`config.mk`:
```
export PLATFORM = sky130hd
export DESIGN_NAME = fifo_ext_mem_ctrl
export DESIGN_NICKNAME = d
export VERILOG_FILES = /design/src/rtl/fifo_ext_mem_pkg.sv /design/src/rtl/fifo_rd_lat_pipe.sv /design/src/rtl/fifo_ext_mem_ctrl.sv
export SDC_FILE = /design/constraint.sdc
export NUM_CORES = 1
export LEC_CHECK = 0
export ABC_AREA = 1
export BUFFER_PORTS_ARGS = -buffer_cell sky130_fd_sc_hd__buf_2
export CELL_PAD_IN_SITES_DETAIL_PLACEMENT = 0
export CELL_PAD_IN_SITES_GLOBAL_PLACEMENT = 1
export CORE_MARGIN = 3
export CORE_UTILIZATION = 37
export DETAILED_ROUTE_END_ITERATION = 6
export PLACE_DENSITY_LB_ADDON = 0.1
export SYNTH_ARGS = -nofsm -noshare
export SYNTH_HDL_FRONTEND = slang
export SYNTH_SLANG_ARGS = --single-unit
export TNS_END_PERCENT = 5
```
`constraint.sdc`:
```
create_clock -name clk -period 6.2 [get_ports clk]
set_input_delay 0.31 -clock clk [delete_from_list [all_inputs] [get_ports clk]]
set_output_delay 0.31 -clock clk [all_outputs]
set_load 0.02 [all_outputs]
```
`src/rtl/fifo_ext_mem_pkg.sv`:
```
// ============================================================================
// Module : fifo_ext_mem_pkg
// Brief  : Shared constants and helpers for the external-memory FIFO controller.
// Rev    : 1.0  initial release
// ============================================================================
`default_nettype none

package fifo_ext_mem_pkg;

    localparam int RD_LAT_MIN = 1;
    localparam int RD_LAT_MAX = 2;

    function automatic int cnt_width(input int addr_w);
        return addr_w + 1;
    endfunction

    // Wraps at depth-1 so non-power-of-two depths stay inside the memory range.
    function automatic int unsigned ptr_inc(input int unsigned ptr, input int unsigned depth);
        return (ptr == depth - 32'd1) ? 32'd0 : ptr + 32'd1;
    endfunction

endpackage

`default_nettype wire

```
`src/rtl/fifo_rd_lat_pipe.sv`:
```
// ============================================================================
// Module : fifo_rd_lat_pipe
// Brief  : Read-latency valid shift register plus registered dout capture.
// Rev    : 1.0  initial release
// ============================================================================
`default_nettype none

module fifo_rd_lat_pipe
    import fifo_ext_mem_pkg::*;
#(
    parameter int WIDTH  = 18,
    parameter int RD_LAT = 1
) (
    input  logic             clk,
    input  logic             rst,
    input  logic             re_i,
    input  logic [WIDTH-1:0] q_i,
    output logic [WIDTH-1:0] dout_o,
    output logic             dvalid_o
);

    localparam int LAT = (RD_LAT < RD_LAT_MIN) ? RD_LAT_MIN :
                         (RD_LAT > RD_LAT_MAX) ? RD_LAT_MAX : RD_LAT;

    logic [LAT-1:0]   vld_q;
    logic [WIDTH-1:0] dout_q;
    logic             dvalid_q;

    if (LAT == 1) begin : g_lat_one
        always_ff @(posedge clk) begin
            if (rst) vld_q <= '0;
            else     vld_q <= re_i;
        end
    end else begin : g_lat_multi
        always_ff @(posedge clk) begin
            if (rst) vld_q <= '0;
            else     vld_q <= {vld_q[LAT-2:0], re_i};
        end
    end

    // mem_q is only meaningful while the oldest stage is set; dout holds otherwise.
    always_ff @(posedge clk) begin
        if (rst) begin
            dout_q   <= '0;
            dvalid_q <= 1'b0;
        end else begin
            dvalid_q <= vld_q[LAT-1];
            if (vld_q[LAT-1]) dout_q <= q_i;
        end
    end

    assign dout_o   = dout_q;
    assign dvalid_o = dvalid_q;

endmodule

`default_nettype wire

```
`src/rtl/fifo_ext_mem_ctrl.sv`:
```
// ============================================================================
// Module : fifo_ext_mem_ctrl
// Brief  : Single-clock FIFO controller driving an external dual-port memory.
//          Optional overflow/underflow pulses: FIFO_EXT_MEM_CTRL_ERR_FLAGS_EN.
// Rev    : 1.0  initial release
// ============================================================================
`default_nettype none

module fifo_ext_mem_ctrl
    import fifo_ext_mem_pkg::*;
#(
    parameter int WIDTH     = 18,
    parameter int ADDR_W    = 10,
    parameter int DEPTH     = 1024,
    parameter int RD_LAT    = 1,
    parameter int AFULL_TH  = 1020,
    parameter int AEMPTY_TH = 4
) (
    input  logic              clk,
    input  logic              rst,
    input  logic              wr_en,
    input  logic [WIDTH-1:0]  din,
    input  logic              rd_en,
    output logic [WIDTH-1:0]  dout,
    output logic              dvalid,
    output logic              full,
    output logic              empty,
    output logic              almost_full,
    output logic              almost_empty,
    output logic [ADDR_W:0]   count,
    output logic [ADDR_W-1:0] mem_waddr,
    output logic [WIDTH-1:0]  mem_wdata,
    output logic              mem_we,
    output logic [ADDR_W-1:0] mem_raddr,
    output logic              mem_re,
    input  logic [WIDTH-1:0]  mem_q
`ifdef FIFO_EXT_MEM_CTRL_ERR_FLAGS_EN
    ,
    output logic              overflow,
    output logic              underflow
`endif
);

    localparam int CNT_W = cnt_width(ADDR_W);

    logic [ADDR_W-1:0] wptr_q, wptr_d;
    logic [ADDR_W-1:0] rptr_q, rptr_d;
    logic [CNT_W-1:0]  count_q, count_d;
    logic              full_q, empty_q, afull_q, aempty_q;
    logic              wr_acc, rd_acc;

    // A write into a full FIFO is legal when a read frees the slot it targets.
    always_comb begin
        rd_acc  = rd_en & ~empty_q;
        wr_acc  = wr_en & (~full_q | rd_acc);
        wptr_d  = wr_acc ? ADDR_W'(ptr_inc(32'(wptr_q), 32'(DEPTH))) : wptr_q;
        rptr_d  = rd_acc ? ADDR_W'(ptr_inc(32'(rptr_q), 32'(DEPTH))) : rptr_q;
        count_d = count_q;
        case ({wr_acc, rd_acc})
            2'b10:   count_d = count_q + CNT_W'(1);
            2'b01:   count_d = count_q - CNT_W'(1);
            default: count_d = count_q;
        endcase
    end

    always_ff @(posedge clk) begin
        if (rst) begin
            wptr_q   <= '0;
            rptr_q   <= '0;
            count_q  <= '0;
            full_q   <= 1'b0;
            empty_q  <= 1'b1;
            afull_q  <= 1'b0;
            aempty_q <= 1'b1;
        end else begin
            wptr_q   <= wptr_d;
            rptr_q   <= rptr_d;
            count_q  <= count_d;
            full_q   <= (count_d == CNT_W'(DEPTH));
            empty_q  <= (count_d == '0);
            afull_q  <= (count_d >= CNT_W'(AFULL_TH));
            aempty_q <= (count_d <= CNT_W'(AEMPTY_TH));
        end
    end

    assign mem_we       = wr_acc;
    assign mem_waddr    = wptr_q;
    assign mem_wdata    = din;
    assign mem_re       = rd_acc;
    assign mem_raddr    = rptr_q;
    assign count        = count_q;
    assign full         = full_q;
    assign empty        = empty_q;
    assign almost_full  = afull_q;
    assign almost_empty = aempty_q;

    fifo_rd_lat_pipe #(
        .WIDTH  (WIDTH),
        .RD_LAT (RD_LAT)
    ) u_rd_pipe (
        .clk      (clk),
        .rst      (rst),
        .re_i     (rd_acc),
        .q_i      (mem_q),
        .dout_o   (dout),
        .dvalid_o (dvalid)
    );

`ifdef FIFO_EXT_MEM_CTRL_ERR_FLAGS_EN
    logic overflow_q, underflow_q;

    always_ff @(posedge clk) begin
        if (rst) begin
            overflow_q  <= 1'b0;
            underflow_q <= 1'b0;
        end else begin
            overflow_q  <= wr_en & full_q & ~rd_acc;
            underflow_q <= rd_en & empty_q;
        end
    end

    assign overflow  = overflow_q;
    assign underflow = underflow_q;
`endif

endmodule

`default_nettype wire

```
==> run_results.csv <==
group,metric,value,unit
yosys,ys_types,41,
yosys,ys_warn_count,0,
pwr,p_per_area,226,nW/um^2
sta,rsz0062_at_grt,"false",
global_routing,grt_antenna_before_repair,0,
drt,totalWireLength,7.99,mm
setup_path,cp_slowest_cell,"ha_1",
cells_and_area,drive_gt1_share,23.9,%
yosys,synth_area_leaders,"dfxtp_1, nand2_1, nor2_1",
die,core_region_area,7930,sq um
yosys,async_reset_ff_share,0,%
place,port_buffers,77,
global_routing,overflow,0,
clock_tree,postCtsSetupBuffers,0,
sta,maxSlewHeadroom,46.0,%
global_routing,grt_pass1_vias,2888,
yosys,synth_top_area_cell,"dfxtp_1",
pwr,ir_worst_vdd,0.000144,V
yosys,seq_area_frac_synth,35.4,%
cells_and_area,insertedDiodeCount,0,
place,globalplace.congestion,0.831,
clock_tree,ctsLongestPathBuffers,2,
setup_path,critical-path-top-delay-family,"simple AND/OR/NAND/NOR gates",
place,dp_hpwl,6.06,mm
die,dieArea,9540,sq um
sta,clock_skew,0.00554,ns
sta,fin_crit_sh,54.0,%
setup_path,crit_required,6.46,ns
drt,num_vias,2973,
drt,dr.pass1.iters,4,
clock_tree,htree_levels,2,
clock_tree,hold_buffers,0,
setup_path,cp_max_fo,20,
clock_tree,root_buffer,"clkbuf_8",
cells_and_area,finalNetCount,559,
setup_path,path_cells,"nor2_4 -> inv_4 -> a21boi_4 -> inv_2 -> ha_1 -> nand2_1 -> inv_1 -> nor2_2 -> ha_1 -> inv_1 -> nand2_1 -> xor2_1 -> nand2_1 -> o21ai_1 -> nand3_1 -> nor3_2 -> and2_1",
clock_tree,cts.sinks,55,
clock_tree,path_clk_slew,0.11,ns
clock_tree,insertion_delay,0.31,ns
pwr,power,0.794,mW
die,die_h,97.7,microns
clock_tree,numCtsBuffers,5,
clock_tree,cts_tree,"built",
outcome,outcome,"finished clean",
clock_tree,cts.repair.resized,0,
drt,wl_met1,3.60,mm
setup_path,worstSetupEndpointType,"register",
cells_and_area,nFillCells,872,
global_routing,grt_max_degree,25,
setup_path,cpMostUsedCell,"nand2_1",
yosys,yosysMostFrequentCell,"nand2_1",
pwr,p_leak,1.82,nW
sta,setup_viol,0,
yosys,yosys.area.top_type_share,35.4,%
drt,avgViaCountPerCell,4.83,
drt,detail_route.wl_per_cell,13.0,microns
setup_path,path_buf_inv,4,
die,fp.dieW,97.7,microns
yosys,ys_seq_elements,55,
setup_path,worst_setup_path_start_kind,"register",
sta,hold_viol,0,
sta,max_freq,0.299,GHz
setup_path,critPathMaxStageDelay,0.50,ns
drt,wl_met2,3.74,mm
sta,period_needed,3.35,ns
global_routing,grt_pass1_wl,13.6,mm
drt,wl_met3,575,microns
die,fp-row-count,32,
sta,setup_tns,0,ns
yosys,synth_edf_count,0,
sta,finalMaxSlewViolations,0,
drt,top_layer,"met4",
die,start_util,39.2,%
global_routing,grt_usage,17.0,%
drt,drtAntennaViolNets,0,
yosys,syn_area_per_cell,6.77,sq um
setup_path,crit_type,"register to register",
yosys,synth_nets,505,
yosys,synthTopCellsByCount,"nand2_1, nor2_1, dfxtp_1, inv_1, nand3_1",
yosys,syn_inst,459,
drt,drt-initial-drc-count,130,
yosys,synth_area,3110,sq um
yosys,synth_top_flop_cell,"dfxtp_1",
die,ios,114,
job,maxCapViolCount,0,
worst_hold_path,min_path_type,"input pin to register",
setup_path,crit_arrival,3.61,ns
cells_and_area,synthToLayoutAreaGrowth,13.2,%
drt,post-route-drc-count,0,
sta,tightest_slew,0.810,ns
## layout by cell type (no fill, tap or decap), types with 2 or more instances in the layout
master	instances
nand4_1	6
inv_2	3
o21ai_0	23
o21ai_1	3
nand2_2	10
nor2_4	3
buf_2	77
nor2_1	81
nand3_2	5
nor3b_1	2
ha_1	6
a21oi_1	10
xnor2_1	3
xor2_1	5
inv_1	42
nand3_1	34
nand2_1	107
dfxtp_1	55
nor2_2	7
clkbuf_8	6
nor3_1	5
or2_2	3
## worst reg2reg max path: cells and delay by family, from the launching register on
| kind | cells | cell delay [ns] |
|---|---|---|
| AND/OR/NAND/NOR | 8 | 1.38 |
| adder cells (fa/ha/maj) | 2 | 0.66 |
| AO/OA/AOI/OAI | 2 | 0.43 |
| XOR/XNOR | 1 | 0.16 |
| flip-flops | 1 | 0.36 |
| buffers and inverters | 4 | 0.32 |
## per-layer routing
layer | track usage, % | up-vias
met3 | 4.67 | 12
met4 | 4.47 | 0
met2 | 28.3 | 87
li1 | - | 1535
met1 | 21.8 | 1339
met5 | 0 | -
## power by group
group | total (mW) | internal (mW) | leakage (nW) | switching, mW
Sequential | 0.392 | 0.372 | 0.449 | 0.0200
Combinational | 0.181 | 0.0598 | 1.31 | 0.122
Clock | 0.221 | 0.0945 | 0.0533 | 0.127
Total | 0.794 | 0.526 | 1.82 | 0.268
## sequential cells by signal, indices dropped and copies added, names as in the netlist
signal              flops
almost_empty            1
almost_full             1
count                  11
empty                   1
full                    1
mem_raddr              10
mem_waddr              10
u_rd_pipe.dout_o       18
u_rd_pipe.dvalid_o      1
u_rd_pipe.vld_q         1
## cell type report
type / instances / area [sq um] / area share (%)
inverter: 47 / 179 / 5.08
clock inverter: 2 / 20.0 / 0.569
timing repair buffer: 77 / 385 / 10.9
clock buffer: 6 / 82.6 / 2.35
multi-input combinational: 327 / 1620 / 46.1
tap: 102 / 128 / 3.63
sequential: 55 / 1100 / 31.3
## final timing paths
kind                                           startpoint                                end  slack, ns  depth (start not counted)
worst max-delay path                     empty$_SDFF_PP1_                    full$_SDFF_PP0_       2.85                         17
worst min-delay path                            mem_q[11]  u_rd_pipe.dout_o[11]$_SDFFE_PP0P_       0.21                          3
worst max register to register           empty$_SDFF_PP1_                    full$_SDFF_PP0_       2.85                         17
worst min register to register  mem_waddr[9]$_SDFFE_PP0P_          mem_waddr[9]$_SDFFE_PP0P_       0.50                          2
## kinds of logic after synthesis
group                      after synthesis  synth area share (%)
and+or+nand+nor                        268                  39.0
buffers and inverters                   77                  12.4
AOI/OAI and AO/OA                       44                  8.05
xor gates and xnor gates                 9                  2.78
DFF                                     55                  35.4
adders and majority gates                6                  2.41
## metrics by stage
step / util (%) / hold WS, ns / setup WS, ns / instances / cell area, sq um
after global routing: 44.4 / 0.202 / 2.47 / 616 / 3520
after detailed placement: 43.1 / 0.481 / 2.79 / 608 / 3420
after global placement: 43.1 / 0.469 / 2.96 / 608 / 3420
after CTS: 44.4 / 0.202 / 2.82 / 616 / 3520
after floorplan: - / 0.394 / 3.32 / 459 / 3110
final: 44.4 / 0.209 / 2.85 / 616 / 3520
No activity file was read; power rests on OpenSTA's default activity.
